**config.mk**
```make
export PLATFORM = sky130hd
export DESIGN_NAME = hamming_serial_decoder
export DESIGN_NICKNAME = d
export VERILOG_FILES = /design/src/rtl/hamming_pkg.sv /design/src/rtl/hamming_syndrome_acc.sv /design/src/rtl/hamming_serial_decoder.sv
export SDC_FILE = /design/constraint.sdc
export NUM_CORES = 1
export LEC_CHECK = 0
export BUFFER_PORTS_ARGS = -buffer_cell sky130_fd_sc_hd__buf_4
export CORE_MARGIN = 4
export CORE_UTILIZATION = 60
export CTS_CLUSTER_SIZE = 12
export DETAILED_ROUTE_END_ITERATION = 16
export PLACE_DENSITY = 0.89
export SLEW_MARGIN = 20
export SYNTH_ARGS = -nofsm -noshare
export SYNTH_HDL_FRONTEND = slang
export SYNTH_SLANG_ARGS = --single-unit
```
**constraint.sdc**
```tcl
create_clock -name clk -period 5.25 [get_ports clk]
set_input_delay 0.7875 -clock clk [delete_from_list [all_inputs] [get_ports clk]]
set_output_delay 0.7875 -clock clk [all_outputs]
set_load 0.02 [all_outputs]
```
**src/rtl/hamming_pkg.sv**
```systemverilog
// Shared FSM type and elaboration-time helpers for the serial Hamming decoder.
package hamming_pkg;

  typedef enum logic [1:0] {
    IDLE    = 2'd0,
    SHIFT   = 2'd1,
    CORRECT = 2'd2
  } state_e;

  // Parity bit count for the three perfect-code payload widths; 0 marks an illegal width.
  function automatic int par_w_of(input int data_w);
    int r;
    case (data_w)
      4:       r = 3;
      11:      r = 4;
      26:      r = 5;
      default: r = 0;
    endcase
    return r;
  endfunction

  function automatic bit is_pow2(input int pos);
    return (pos > 0) && ((pos & (pos - 1)) == 0);
  endfunction

  // Codeword position (1-based) that carries payload bit k.
  function automatic int data_pos(input int k);
    int n;
    int r;
    n = 0;
    r = 0;
    for (int p = 1; p < 64; p++) begin
      if (!is_pow2(p)) begin
        if ((n == k) && (r == 0)) r = p;
        n++;
      end
    end
    return r;
  endfunction

endpackage

```
**src/rtl/hamming_syndrome_acc.sv**
```systemverilog
// Serial position counter with syndrome and overall-parity accumulation.
// Accepting position 1 restarts the sums, so a finished frame's syndrome holds until the next frame.
module hamming_syndrome_acc
  import hamming_pkg::*;
#(
  parameter int PAR_W   = 3,
  parameter int CODE_W  = 7,
  parameter int FRAME_W = 7,
  parameter int CNT_W   = PAR_W + 1
) (
  input  logic             clk,
  input  logic             rst_n,
  input  logic             acc_i,
  input  logic             restart_i,
  input  logic             clr_i,
  input  logic             bit_i,
  output logic [CNT_W-1:0] pos_o,
  output logic             last_o,
  output logic [PAR_W-1:0] syn_o,
  output logic             par_o
);

  localparam logic [CNT_W-1:0] CODE_POS  = CNT_W'(CODE_W);
  localparam logic [CNT_W-1:0] FRAME_POS = CNT_W'(FRAME_W);

  logic [CNT_W-1:0] cnt_q, cnt_d;
  logic [PAR_W-1:0] syn_q, syn_d;
  logic             par_q, par_d;
  logic             first;

  // cnt_q counts bits already taken in this frame; zero means the next bit is position 1.
  assign first  = restart_i || (cnt_q == '0);
  assign pos_o  = first ? CNT_W'(1) : cnt_q + CNT_W'(1);
  assign last_o = (pos_o == FRAME_POS);
  assign syn_o  = syn_q;
  assign par_o  = par_q;

  always_comb begin
    cnt_d = cnt_q;
    syn_d = syn_q;
    par_d = par_q;
    if (acc_i) begin
      cnt_d = last_o ? '0 : pos_o;
      syn_d = first ? '0 : syn_q;
      par_d = first ? 1'b0 : par_q;
      if (bit_i) begin
        par_d = ~par_d;
        // The trailing overall-parity bit sits beyond CODE_W and never enters the syndrome.
        if (pos_o <= CODE_POS) syn_d = syn_d ^ pos_o[PAR_W-1:0];
      end
    end else if (clr_i) begin
      cnt_d = '0;
      syn_d = '0;
      par_d = 1'b0;
    end
  end

  always_ff @(posedge clk or negedge rst_n) begin
    if (!rst_n) begin
      cnt_q <= '0;
      syn_q <= '0;
      par_q <= 1'b0;
    end else begin
      cnt_q <= cnt_d;
      syn_q <= syn_d;
      par_q <= par_d;
    end
  end

endmodule

```
**src/rtl/hamming_serial_decoder.sv**
```systemverilog
// Serial Hamming decoder: one codeword bit per ena strobe, single-error correction one clock after the last bit.
// Define HAMMING_SECDED_EN to append an overall even-parity bit and flag double errors.
module hamming_serial_decoder
  import hamming_pkg::*;
#(
  parameter  int DATA_W = 4,
  localparam int PAR_W  = par_w_of(DATA_W),
  localparam int CODE_W = DATA_W + PAR_W
) (
  input  logic              clk,
  input  logic              rst_n,
  input  logic              ena,
  input  logic              bit_in,
  input  logic              frame_start,
  output logic [DATA_W-1:0] data_out,
  output logic              valid_out,
  output logic              err_corrected,
  output logic              err_uncorrectable,
  output logic [PAR_W-1:0]  err_pos,
  output logic              busy
);

  localparam int CNT_W = PAR_W + 1;
`ifdef HAMMING_SECDED_EN
  localparam int FRAME_W = CODE_W + 1;
`else
  localparam int FRAME_W = CODE_W;
`endif

  if (PAR_W == 0) begin : g_bad_data_w
    $error("hamming_serial_decoder: DATA_W must be 4, 11 or 26");
  end

  state_e            state_q, state_d;
  logic              busy_q, busy_d;
  logic              fs_pend_q, fs_pend_d;
  logic [CODE_W-1:0] buf_q, buf_d;
  logic [DATA_W-1:0] data_q, data_d;
  logic              valid_q, valid_d;
  logic              corr_q, corr_d;
  logic              unc_q, unc_d;
  logic [PAR_W-1:0]  epos_q, epos_d;

  logic              resync, accept, restart, clr;
  logic [CNT_W-1:0]  pos;
  logic              last;
  logic [PAR_W-1:0]  syn;
  logic              par;
  logic [CODE_W-1:0] wmask, fixed;
  logic [DATA_W-1:0] data_fix;
  logic              do_fix, dec_corr, dec_unc;
  logic [PAR_W-1:0]  dec_pos;

  // A frame_start seen during CORRECT is replayed on the following cycle.
  assign resync  = frame_start || fs_pend_q;
  assign accept  = ena && (state_q != CORRECT);
  assign restart = accept && resync;
  assign clr     = !ena && resync && (state_q != CORRECT);

  hamming_syndrome_acc #(
    .PAR_W   (PAR_W),
    .CODE_W  (CODE_W),
    .FRAME_W (FRAME_W),
    .CNT_W   (CNT_W)
  ) u_acc (
    .clk       (clk),
    .rst_n     (rst_n),
    .acc_i     (accept),
    .restart_i (restart),
    .clr_i     (clr),
    .bit_i     (bit_in),
    .pos_o     (pos),
    .last_o    (last),
    .syn_o     (syn),
    .par_o     (par)
  );

  // The parity position shifts past the buffer, so its mask is empty.
  assign wmask = CODE_W'(1) << (pos - CNT_W'(1));

  always_comb begin
    state_d   = state_q;
    buf_d     = buf_q;
    fs_pend_d = 1'b0;
    case (state_q)
      IDLE: begin
        if (accept) state_d = last ? CORRECT : SHIFT;
      end
      SHIFT: begin
        if (accept) begin
          if (last) state_d = CORRECT;
        end else if (clr) begin
          state_d = IDLE;
        end
      end
      CORRECT: begin
        state_d   = IDLE;
        fs_pend_d = frame_start;
      end
      default: state_d = IDLE;
    endcase
    if (accept) buf_d = bit_in ? (buf_q | wmask) : (buf_q & ~wmask);
    busy_d = (state_d == CORRECT);
  end

  always_comb begin
    do_fix   = 1'b0;
    dec_corr = 1'b0;
    dec_unc  = 1'b0;
    dec_pos  = '0;
`ifdef HAMMING_SECDED_EN
    if (syn != '0) begin
      if (par) begin
        do_fix   = 1'b1;
        dec_corr = 1'b1;
        dec_pos  = syn;
      end else begin
        dec_unc = 1'b1;
      end
    end else if (par) begin
      dec_corr = 1'b1;
    end
`else
    if (syn != '0) begin
      do_fix   = 1'b1;
      dec_corr = 1'b1;
      dec_pos  = syn;
    end
`endif
  end

`ifndef HAMMING_SECDED_EN
  logic unused_par;
  assign unused_par = par;
`endif

  assign fixed = buf_q ^ (do_fix ? (CODE_W'(1) << (syn - PAR_W'(1))) : '0);

  for (genvar k = 0; k < DATA_W; k++) begin : g_extract
    assign data_fix[k] = fixed[data_pos(k) - 1];
  end

  always_comb begin
    valid_d = (state_q == CORRECT);
    data_d  = valid_d ? data_fix : data_q;
    corr_d  = valid_d ? dec_corr : corr_q;
    unc_d   = valid_d ? dec_unc  : unc_q;
    epos_d  = valid_d ? dec_pos  : epos_q;
  end

  always_ff @(posedge clk or negedge rst_n) begin
    if (!rst_n) begin
      state_q   <= IDLE;
      busy_q    <= 1'b0;
      fs_pend_q <= 1'b0;
      buf_q     <= '0;
      data_q    <= '0;
      valid_q   <= 1'b0;
      corr_q    <= 1'b0;
      unc_q     <= 1'b0;
      epos_q    <= '0;
    end else begin
      state_q   <= state_d;
      busy_q    <= busy_d;
      fs_pend_q <= fs_pend_d;
      buf_q     <= buf_d;
      data_q    <= data_d;
      valid_q   <= valid_d;
      corr_q    <= corr_d;
      unc_q     <= unc_d;
      epos_q    <= epos_d;
    end
  end

  assign data_out          = data_q;
  assign valid_out         = valid_q;
  assign err_corrected     = corr_q;
  assign err_uncorrectable = unc_q;
  assign err_pos           = epos_q;
  assign busy              = busy_q;

endmodule

```
# --- Word level (Yosys, flattened, before mapping) ---
# Cells that the tools add are included.
classes:
  n_addsub: 3
  n_lt_le_gt_ge: 1
  n_eq_ne: 5
  n_shift: 2
  mux: 20
  bitwise: 5
  n_reduce_logical: 11
ops:
  columns: ["op", "n"]
  rows:
  - ["3-bit 2-to-1 mux", 6]
  - ["4-bit 2-to-1 mux", 4]
  - ["7-bit 2-to-1 mux", 2]
  - ["2-bit 2-to-1 mux", 5]
  - ["7-bit AND", 1]
  - ["7-bit inverter", 1]
  - ["7-bit bitwise OR", 1]
  - ["1-bit by 3-bit left shift with 7-bit output, first input constant", 1]
  - ["1-bit by 4-bit left shift with 7-bit output, first input constant", 1]
  - ["7-bit XOR", 1]
  - ["4-bit by 1-bit adder with 4-bit output, second input constant", 1]
  - ["2-bit == test, second input constant", 2]
  - ["4-bit by 3-bit == test with 1-bit output, second input constant", 1]
  - ["4-bit by 3-bit less-or-equal comparator with 1-bit output, second input constant", 1]
  - ["1-bit logical AND", 4]
  - ["4-bit logical NOT", 1]
  - ["2-bit case mux with 2 select lines", 1]
  - ["4-bit by 1-bit subtractor with 4-bit output, second input constant", 1]
  - ["3-bit nonzero test", 1]
  - ["3-bit by 1-bit subtractor with 3-bit output, second input constant", 1]
  - ["3-bit XOR", 1]
  - ["2-bit by 1-bit == test with 1-bit output, second input constant", 1]
  - ["2-bit logical NOT", 1]
  - ["1-bit logical OR", 2]
  - ["4 further kinds", 5]
word_totals:
  register_bits: 27
  in_bits: 5
  out_inout_bits: 11
  word_cells: 57

# --- Depth between registers and ports, before layout ---
# Gate-level depths: netlist (run 1).
depth:
  word_depth: 10
  depth_mapped: 8
  depth_no_buf: 7

# --- Modules after synthesis ---
# A second synthesis (run 1) with hierarchy kept.
unflattened:
  cells_unflattened: 131
  area_unflattened_um2: 1321.3
modules_own_cells:
  columns: ["mod", "instances", "cells_each", "area_each_um2", "seq_area_each_um2"]
  rows:
  - ["hamming_serial_decoder", 1, 72, 783.3, 425.4]
  - ["hamming_syndrome_acc", 1, 59, 538.0, 200.2]

# --- Least setup slack after synthesis (run 1) ---
# OpenSTA, ideal clock, no wires.
synth_path:
  path_kind: "input-to-reg"
  from: "in frame_start"
  to: "reg (tool-made name)"
  setup_ns: 0.125
  t_arrival_ns: 1.876
  required_ns: 5.125
  setup_slack_ns: 3.249
  path_stages: 6
  n_path_buf: 1
  cell_sequence: "nor2_1 -> and4_4 -> buf_6 -> nand3_2 -> nor3_2 -> mux2_4"
synth_rtl:
  columns: ["element", "line_no", "source"]
  rows:
  - ["start, declared", "hamming_serial_decoder.sv:14", "input logic frame_start,"]

==> results of run 1 <==
[final cells by class]
| type | instances | area [µm²] | area share (%) |
|---|---|---|---|
| clock buffer | 3 | 22.52 | 1.600 |
| inverter | 3 | 11.26 | 0.8000 |
| multi-input combinational | 99 | 634.4 | 45.07 |
| sequential | 24 | 600.6 | 42.67 |
| tap | 27 | 33.78 | 2.400 |
| timing repair buffer | 14 | 105.1 | 7.467 |
[cell families (layout without fill, tap and decap cells)]
family | count (synthesis) | after routing
flops | 24 | 24
buf+inv | 13 | 20
mux | 5 | 5
simple gates | 59 | 59
xor+xnor | 5 | 5
fa+ha+maj | 2 | 2
other cells | 1 | 1
compound gates | 27 | 27
[layer usage]
metal  global-route usage (%)  part of all wire (%)  vias up
met1                    25.51                    45      461
met2                    30.51                    47       28
met3                    5.722                   5.8        7
met4                    9.959                   2.1        0
met5                        0                     0        -
li1                         -                     -      484
[synth_stat cells, drive strengths merged (2+ instances only)]
cell	n	area, µm²
a21oi	5	25.02
a22oi	3	22.52
and2	3	18.77
buf	6	45.04
clkbuf	4	15.01
dfrtp	24	600.6
ha	2	25.02
inv	3	11.26
mux2	5	60.05
nand2	22	82.58
nand3	4	25.02
nand4	3	18.77
nor2	8	30.03
nor3	5	30.03
nor3b	4	30.03
o21ai	13	65.06
or2	2	12.51
xnor2	3	26.28
xor2	2	17.52
[power by group]
part | total, mW | switching, mW | internal (mW)
clock network | 0.0811 | 0.0541 | 0.0270
registers | 0.204 | 0.0102 | 0.194
logic | 0.0519 | 0.0281 | 0.0238
[worst register-to-register path, delay by kind of cell, from the launching register on]
kind                       cells  cell delay (ns)
AOI/OAI and AO/OA              1             0.28
adders and majority gates      1             0.53
buffers and inverters          1             0.13
DFF                            1             0.49
muxes                          1             0.30
and+or+nand+nor                2             0.37
[final timing paths]
kind	start	slack (ns)	cells after the start	end
min	rst_n	0.33	1	data_out[2]$_DFFE_PN0P_
max in group asynchronous	rst_n	4.70	1	u_acc.syn_o[2]$_DFFE_PN0P_
min in group clk	state_q[1]$_DFF_PN0_	0.49	1	state_q[0]$_DFF_PN0_
max	u_acc.cnt_q[1]$_DFFE_PN0P_	3.06	6	flop
min reg2reg	state_q[1]$_DFF_PN0_	0.49	1	state_q[0]$_DFF_PN0_
max reg2reg	u_acc.cnt_q[1]$_DFFE_PN0P_	3.06	6	flop
[metrics by stage]
step / setup WS [ns] / instances / hold WS [ns]
final: 3.061 / 170 / 0.3292
after global routing: 2.922 / 170 / 0.3464
after CTS: 3.070 / 170 / 0.3571
after detailed placement: 3.063 / 167 / 0.4636
after global placement: 3.119 / 167 / 0.4606
after floorplan: 3.249 / 136 / 0.4506
==> results list, run 1 <==
- Pins Over Slew Limit: 0
* Via density per instance: 5.765
* Area of the core: 0.002022 mm²
- Worst Hold Class: primary input to async pin
- The clock net in this run drives a total of 24 sinks.
* Commonest non-fill, non-tap cell in the layout: sky130_fd_sc_hd__dfrtp_1
- First-pass GRT wire length: 4215 µm
* Antenna violations before repair: 0
- With fillers left out, the area of the finished cells amounts to 0.001408 mm².
* CTS tree: built
- Traced cell by cell, the critical path runs through inv_1 > ha_1 > and4b_1 > a2111oi_4 > nor3_2 > mux2_4.
* Utilization after layout: 69.62%
- For this run, the total global-route usage over all layers was measured as 19.97%.
- Setup repair bufs after CTS: 0
* Areal power density over the cells: 239.5 mW/mm²
- Critical Path Fanout Max: 12
- Count of flip-flops with a built-in enable after synthesis: 0
- In the synthesized netlist the async set-or-reset flop fraction comes to 100.0%.
- CTS Buf Count: 3
* Maximum buffer depth of the clock tree: 2
* Post-layout total power: 337.1 µW
- Combinational family with the most area after synthesis: simple AND/OR/NAND/NOR gates
* Number of nets in the final layout: 152
* Top library cells by usage in the layout, fill and taps aside: 24 x sky130_fd_sc_hd__dfrtp_1, 22 x sky130_fd_sc_hd__nand2_1, 14 x sky130_fd_sc_hd__buf_4
- Post-synthesis compound-gate area fraction: 14.27%
- Static leakage power: 0.6720 nW
- Highest Clock Rate: 456.9 MHz
- Number of diodes: 0
- Effective utilization at floorplan: 64.60%
* Hold bufs inserted after CTS: 0
* Growth of design area from synthesis to finish: 7.759%
- Outcome: finished, final reports clean
- Summed over all nets, the half-perimeter wirelength after detailed placement is 1806 µm.
- At the pin with the least slew margin, the transition time is 0.6256 ns.
- The worst setup path is launched from a flop.
* Post-synthesis xor/xnor area fraction: 3.352%
* Arrival time reported for the critical path endpoint: 2.41 ns
- Hold Fails Final Rpt: 0
- Across the run, the number of max-cap violations was 0.
* GRT overflow: 0
* Cell Rows: 16
- Routability-driven placement finished with a final weighted congestion of 0.9142.
- H-Tree Level Count: 1
- Dividing the synthesized area by the synthesized cell count gives 9.605 µm².
- Setup TNS: 0 ns
- Buffers added on ports: 14
* Predominant post-synthesis flop cell: sky130_fd_sc_hd__dfrtp_1
* Fraction of the mapped netlist area in adder cells: 1.916%
* Worst Setup End Kind: flop
- Clock Root Buffer: sky130_fd_sc_hd__clkbuf_4
- Number of top-level design ports: 16
- Post-DRT Antenna Nets: 0
* Filler cell count in the final layout: 148
- Synthesis produced 136 cells.
- On the critical path, the stage with the largest delay is an instance of sky130_fd_sc_hd__ha_1.
- The number of nets handed over by synthesis was 143.
* Maximum number of pins on one net before global-route repair: 25
- Across the routed clock network, the largest skew measured is 0.004093 ns.
- Width of the chip: 54.66 µm
- Setup repair after global routing left no endpoint under its margin.
- The routed layout has 980 vias.
- The die covers 0.002988 mm².
- For this run, the number of Yosys warnings is 0.
- DR WL/cell: 14.82 µm
- Clock latency on the worst-skew pair, taken at its later pin, is 0.32 ns.
* Final routed wirelength across all metal layers: 2519 µm
- Delay contributed by the slowest stage of the critical path: 0.53 ns
- The die is 54.66 µm tall.
- Clk pin slew, worst setup/hold paths: 0.12 ns
- Worst rel slew slack: 58.29%
* Placed inst area: 0.001385 mm²
- Post-Synth Simple-Gate Area: 24.14%
* Post-cts gate resize count: 0
- Sequential fraction of the synthesis area: 45.98%
- For this run, design rule violations remaining after detail routing come to 0.
- Initial DRC Count: 34
- Kind of cell adding the most delay to the critical path: adder cells
- After layout, the worst path uses 41.69% of the clock period.
- Multiplexer share of the synthesized area: 4.598%
* Post-Syn Area: 0.001306 mm²
- The first detailed-routing pass took 4 iterations.
* Data required time at the worst endpoint: 5.47 ns
- Critical Setup Path Class: flop to flop
* Peak supply drop: 0.1379 mV
- The worst path needs 2.189 ns of the cycle, external delays included.
- Post-synthesis cell type count: 40
* Layout cells sized above 1: 20.28%
- The number of global-route vias before repair came to 930.
* Buffers and inverters on the worst path: 1
- Final number of setup-violating endpoints: 0
- Post-synthesis sequential element count: 24
Power figures use the tool's default switching activity.
==> run 2, diff against run 1 <==
Settings changed: ABC_AREA from default to 1, CORE_UTILIZATION 60 to 56, PLACE_DENSITY 0.89 to 0.84.
Clock period 5.25 ns to 2.2 ns, I/O delays scaled along.
==> results list, run 2 <==
- After detailed placement, the design holds a cell count of 193.
- Final cycle utilization of the critical path: 77.63%
* Data required time at the worst endpoint: 2.42 ns
* Hold Fails Final Rpt: 0
- After global routing the overflow that remains totals 0.
* Post-synthesis sequential element count: 24
* Share of the synthesized area in the top cell type: 45.63%
- Yosys warning total: 0
- Number of nets produced by synthesis: 161
- Setup TNS: 0 ns
- Initial DRC Count: 41
- Pins Over Slew Limit: 0
* Static leakage power: 0.7573 nW
- The die covers 0.003190 mm².
* R2R setup slack: 0.49 ns
- The first detailed-routing pass took 4 iterations.
- Area of the core: 0.002233 mm²
- After synthesis, the most frequently instantiated cells are 39 x sky130_fd_sc_hd__nand2_1, 24 x sky130_fd_sc_hd__dfrtp_1, 20 x sky130_fd_sc_hd__inv_1.
- Mapped Avg Cell Area: 8.547 µm²
- Clock power frac: 19.5%
* Number of diodes: 0
- Summing over every cut layer, the via total after detailed routing is 1030.
* Switching power share of the total: 33.37%
* Delay contributed by the slowest stage of the critical path: 0.51 ns
- Maximum number of pins on one net before global-route repair: 25
* Proportion of power drawn by flip-flops and latches: 55.0%
- The most critical setup path has its startpoint at u_acc.cnt_q[0]$_DFFE_PN0P_.
- Dividing total power by cell area gives a power density of 654.8 mW/mm².
- Filler cell count in the final layout: 180
* Combinational share of power: 25.5%
* Buffers added on ports: 14
- Among all cell types in the netlist, the one instantiated most often is sky130_fd_sc_hd__nand2_1.
* Critical Path Fanout Max: 6
* Cell Rows: 17
- The library cells used most frequently in the layout, excluding fill and tap cells, are 39 x sky130_fd_sc_hd__nand2_1, 24 x sky130_fd_sc_hd__dfrtp_1, 20 x sky130_fd_sc_hd__inv_1.
* Worst Tran Pin Value: 0.4914 ns
- In the final design database the tool counted 178 nets.
- The initial utilization of the core area, before any placement, comes to 58.94%.
- Final routed wirelength across all metal layers: 2360 µm
- The floorplan step set the die width to 56.48 µm.
* Post-cts gate resize count: 0
* Async set-or-reset flop fraction in the synthesized netlist: 100.0%
- Tot GR Track Use: 16.80%
* Switching pwr: 321.8 µW
* Number of instances in the synthesized netlist: 154
* Startpoint of the lowest-slack hold path: frame_start
* Outcome: finished, final reports clean
- Worst reg2reg path startpoint: u_acc.cnt_q[0]$_DFFE_PN0P_
- CTS placed an instance of sky130_fd_sc_hd__clkbuf_4 at the clock tree root.
* Layout cells sized above 1: 17.75%
- Post-DRT Antenna Nets: 0
- The signal on the critical path passes through inv_1 > ha_1 > nand3_2 > nand3_4 > nor2_4 > nand3_4 > nand2_4 > nand2_2 > nand2_1 > nand2_1.
- The worst path needs 1.708 ns of the cycle, external delays included.
* Number of max-capacitance violations reported: 0
* Setup slack after layout: 0.4922 ns
- Largest clock skew in the final design: 0.006600 ns
* Count of flip-flops with a built-in enable after synthesis: 0
- Counting along the longest clock path gives a buffer depth of 2.
- CTS tree: built
- Growth of design area from synthesis to finish: 11.88%
* Post-Syn Area: 0.001316 mm²
- Worst skew pair latency: 0.31 ns
- CTS Buf Count: 3
- In this run the tightest slew margin relative to its limit is 66.89%.
- The count of cells in the finished layout, fillers not included, comes to 197.
- DRC violations left: 0
- Using the TritonRoute via totals, the vias-per-cell ratio works out to 5.228.
- The tightest min-delay check is of the primary input to flop type.
- Summing the sequential cell areas from Yosys gives 45.63% of the chip area.
* Vias in the first global route: 988
- Based on the critical path, the design can be clocked at up to 585.5 MHz.
- STA puts the critical path data arrival time at 1.92 ns.
* DR WL/cell: 11.98 µm
- The worst setup path is captured at a flop.
- The first global-routing pass estimated 4291 µm of wire.
* Critical Setup Path Class: flop to flop
- Clock sink count: 24
* Post-layout total power: 964.3 µW
* Final number of setup-violating endpoints: 0
- Antenna violations before repair: 0
- HPWL after detailed placement: 1825 µm
* R2r worst-path depth: 10
* Worst R2R End: state_q[0]$_DFF_PN0_
* Cell taking the most area after synthesis: sky130_fd_sc_hd__dfrtp_1
- Synthesis instantiated 25 different standard cells from the library.
- The floorplan step set the die height to 56.48 µm.
* Commonest non-fill, non-tap cell in the layout: sky130_fd_sc_hd__nand2_1
- 16 I/O pins were placed.
- Following the worst setup path forward leads to its endpoint at state_q[0]$_DFF_PN0_.
* Pre-CTS setup slack: 0.4985 ns
- Internal power component: 642.5 µW
- RSZ-0062 raised after global routing: false
- Peak supply drop: 0.4470 mV
- Routability-driven placement finished with a final weighted congestion of 0.9284.
- In this run the number of H-tree levels came out at 1.
* Top cells by area in the synthesized netlist: sky130_fd_sc_hd__dfrtp_1 46%, sky130_fd_sc_hd__nand2_1 11%, sky130_fd_sc_hd__inv_1 5.7%
* Slowest cell on the critical path: sky130_fd_sc_hd__dfrtp_1
* Clk pin slew, worst setup/hold paths: 0.12 ns
- The most used flip-flop cell after synthesis is sky130_fd_sc_hd__dfrtp_1.
- Critical Path Start Type: flop
==> run 2: what timing repair did <==
| action | CTS | global route |
|---|---|---|
| buffers inserted | 0 | 0 |
| endpoints found under the hold margin | 24 | 0 |
| hold buffers | 1 | 0 |
==> run 2: cell families after synthesis <==
logic type,count (synthesis),synth area share (%)
flops,24,45.63
simple gates,80,34.22
xor+xnor,5,3.327
buf+inv,24,7.223
fa+ha+maj,2,1.901
compound gates,18,7.414
other cells,1,0.2849
==> run 2: worst min-delay path by stage <==
stage | endpoint | depth (start not counted)
3_3_place_gp | fs_pend_q$_DFF_PN0_ | 1
5_1_grt | fs_pend_q$_DFF_PN0_ | 3
4_1_cts | fs_pend_q$_DFF_PN0_ | 3
6_report | fs_pend_q$_DFF_PN0_ | 3
3_5_place_dp | fs_pend_q$_DFF_PN0_ | 1
2_1_floorplan | async pin | 0
==> run 2: layout make-up <==
cell class / count / area, µm² / area share, %
tap: 28 / 35.03 / 2.379
sequential: 24 / 600.6 / 40.78
timing repair buffer: 15 / 115.1 / 7.816
clock buffer: 3 / 22.52 / 1.529
multi-input combinational: 106 / 620.6 / 42.14
inverter: 21 / 78.83 / 5.353
==> run 2: metrics by stage <==
stage                     hold slack (ns)  area [µm²]  util [%]
final                              0.2575        1473     65.94
after global routing               0.2582        1473     65.94
after CTS                          0.2554        1473     65.94
after detailed placement           0.2447        1440     64.48
after global placement             0.2405        1440     64.48
after floorplan                   0.03441        1316         -
==> run 2: power by group through the flow <==
stage / Combinational (mW) / Clock [mW] / Sequential (mW)
global placement: 0.237 / 0 / 0.537
global route: 0.278 / 0.214 / 0.537
CTS: 0.247 / 0.196 / 0.530
finish: 0.246 / 0.188 / 0.530
floorplan: 0.180 / 0 / 0.540
detailed placement: 0.244 / 0 / 0.540
==> run 2: metal layers <==
| layer | share of wire (%) | wire length (µm) | global-route usage, % |
|---|---|---|---|
| met5 | 0 | 0 | 0 |
| met4 | 1.6 | 37 | 5.085 |
| met3 | 3.7 | 87 | 2.989 |
| met2 | 48 | 1123 | 28.71 |
| met1 | 47 | 1112 | 21.46 |
==> run 2: critical path: cells and delay by family (launching register included) <==
kind	cells	cell delay, ns
adder cells (fa/ha/maj)	1	0.22
AND/OR/NAND/NOR	8	0.77
buffers and inverters	1	0.11
flip-flops	1	0.51
==> run 3, diff against run 2 <==
Settings changed: CORE_UTILIZATION 56 to 51, PLACE_DENSITY 0.84 to 0.81.
Clock period 2.2 ns to 1.4 ns, I/O delays scaled along.
==> results list, run 3 (synthesized netlist as in run 2, its figures left out) <==
- Worst Setup End Kind: flop
* Buffers added on ports: 14
- Maximum number of pins on one net before global-route repair: 25
* Worst Hold Class: primary input to flop
* Vias in the first global route: 1186
- The total count of hold-check failures in the final report was 0.
- CTS tree: built
* Clk pin slew, worst setup/hold paths: 0.13 ns
- The analysis attributes to net switching a power of 605.5 µW.
- The clock drives 24 sinks.
- Internal power comes to 1.172 mW.
- Layout cells sized above 1: 36.70%
- Vias after detailed routing: 1179
- Setup slack after layout: -0.1506 ns
* CTS Buf Count: 3
- WHS Path Cells: 3
- Dividing the detail-routed wire length by the instance count gives 14.19 µm.
* Non-Filler Instances: 218
- For the final database, setup skew stands at 0.004783 ns.
- Commonest non-fill, non-tap cell in the layout: sky130_fd_sc_hd__nand2_1
- Setup violations remaining at the end of the flow were counted as 13.
- Clock power frac: 21.3%
- CTS built an H-tree with a depth of 1.
* R2R setup slack: -0.15 ns
- Setup repair after global routing could not meet its margin everywhere.
- Detailed placement finished with a half-perimeter wire length of 1994 µm.
* Startpoint of the lowest-slack hold path: frame_start
- In this run, the combinational gates consume 31.7% of the power.
- Summing all non-filler instances in the final layout gives an area of 0.001713 mm².
- In the routed design, unresolved DRC markers number 0.
- WHS Endpoint: fs_pend_q$_DFF_PN0_
- The tree is rooted in a sky130_fd_sc_hd__clkbuf_4.
- In this run the cell area measured after placement is 0.001534 mm².
* Highest Clock Rate: 644.9 MHz
- Sequential cells burn 47.0% of the power.
* Width of the chip: 58.80 µm
- The longest clock path from root to sink contains 2 buffers.
- Post-DRT Antenna Nets: 0
- Pins Over Slew Limit: 0
- For this configuration, the core starts out at a cell density of 53.13%.
* Number of cells in the design after placement: 203
- At the worst endpoint, the arrival time is 1.78 ns.
* Critical Path Start Type: flop
* Number of nets in the final layout: 196
* Critical Path Fanout Max: 5
- For this run, the total global-route usage over all layers was measured as 18.85%.
- The worst path uses 110.8% of the clock period.
* Number of diodes: 0
- After floorplanning, the core was divided into 18 placement rows.
* Data required time at the worst endpoint: 1.63 ns
- In this run switching power makes up 34.07% of total power.
- Static leakage power: 0.8549 nW
- Antenna violations before repair: 0
- Sequential cell area: 603.1 µm²
- For the finished layout, the period the worst path requires is 1.551 ns.
- For this design the ratio of total power to cell area is 1037 mW/mm².
- Filler cell count in the final layout: 191
- Worst R2R End: state_q[0]$_DFF_PN0_
- After the first detailed-routing iteration, the DRC count stood at 38.
- The run finished, with violations left.
- Violated checks: setup timing
* GRT overflow: 0
- Worst skew pair latency: 0.32 ns
* Peak supply drop: 0.6617 mV
* Growth of design area from synthesis to finish: 30.13%
- Dividing the detail-routed via count by the number of cells gives 5.408.
- The worst setup path is of the flop to flop kind.
- The congestion estimate from routability-driven global placement came to 0.9028.
* Full die area: 0.003457 mm²
* Die H: 58.80 µm
* First-pass GRT wire length: 4995 µm
- The region available for standard cell placement spans 0.002477 mm².
- Number of max-capacitance violations reported: 0
- Leaving out fill and tap cells, the most frequent cells in the layout are 37 x sky130_fd_sc_hd__nand2_1, 29 x sky130_fd_sc_hd__buf_4, 22 x sky130_fd_sc_hd__dfrtp_1.
- The worst register-to-register path has a depth of 9.
- Number of optimization iterations in the first detailed-route pass: 4
- Final routed wirelength across all metal layers: 3093 µm
* Utilization after layout: 69.14%
- Number of top-level design ports: 16
* Worst reg2reg path startpoint: u_acc.cnt_q[0]$_DFFE_PN0P_
- In the final layout, the multi-input gates occupy 705.7 µm².
==> run 3: per-layer routing <==
| layer | share of wire, % | wire length (µm) | vias up | track usage (%) |
|---|---|---|---|---|
| li1 | - | - | 569 | - |
| met1 | 41 | 1274 | 580 | 22.14 |
| met2 | 54 | 1679 | 23 | 33.60 |
| met3 | 3.1 | 95 | 7 | 2.632 |
| met4 | 1.4 | 44 | 0 | 8.738 |
| met5 | 0 | 0 | - | 0 |
==> run 3: final cells by class <==
type	instances	share of cell area (%)
timing repair buffer	32	14.61
inverter	21	4.675
clock buffer	4	2.118
multi-input combinational	107	41.20
tap	30	2.191
sequential	24	35.21
==> run 3: worst max-delay path by stage <==
| stage | endpoint | startpoint | cells past startpoint |
|---|---|---|---|
| floorplan | state_q[0]$_DFF_PN0_ | u_acc.cnt_q[0]$_DFFE_PN0P_ | 9 |
| global placement | state_q[0]$_DFF_PN0_ | u_acc.cnt_q[0]$_DFFE_PN0P_ | 9 |
| detailed placement | flop | u_acc.cnt_q[1]$_DFFE_PN0P_ | 8 |
| CTS | flop | u_acc.cnt_q[0]$_DFFE_PN0P_ | 7 |
| global route | flop | u_acc.cnt_q[1]$_DFFE_PN0P_ | 8 |
| finish | state_q[0]$_DFF_PN0_ | u_acc.cnt_q[0]$_DFFE_PN0P_ | 9 |
==> run 3: critical path, stage by stage (launching register included) <==
cell and delay (ns):
sky130_fd_sc_hd__dfrtp_2 0.45, sky130_fd_sc_hd__ha_2 0.20, sky130_fd_sc_hd__xor2_2 0.20, sky130_fd_sc_hd__inv_2 0.10, sky130_fd_sc_hd__nor2_8 0.13, sky130_fd_sc_hd__nand3_4 0.11, sky130_fd_sc_hd__nand2_4 0.12, sky130_fd_sc_hd__nand2_2 0.05
sky130_fd_sc_hd__nand2_1 0.05, sky130_fd_sc_hd__nand2_1 0.04
==> run 3: metrics by stage <==
step           hold WS (ns)   TNS, ns  setup WS, ns  power, mW
6_report             0.1202    -1.217       -0.1506      1.777
5_1_grt              0.1222    -2.618       -0.2783      1.870
4_1_cts              0.1229   -0.2764      -0.06752      1.693
3_5_place_dp         0.1239   -0.4057      -0.07942      1.288
3_3_place_gp         0.1210  -0.01297     -0.008623      1.270
2_1_floorplan      -0.08559         0      0.008050      1.156
==> run 3: repair_timing <==
item                       in CTS  in global routing
hold endpoints to repair       24                  0
hold buffers                    1                  0
gates cloned                    1                  0
setup buffers                   3                  6
setup endpoints to repair      12                 14
pin swaps                       2                  8
resized for setup               6                 13
==> run 3: power by group through the flow <==
stage	clock, mW	sequential [mW]	combinational, mW
finish	0.378	0.835	0.563
floorplan	0	0.851	0.304
global route	0.404	0.845	0.621
detailed placement	0	0.846	0.441
global placement	0	0.842	0.428
CTS	0.379	0.831	0.483
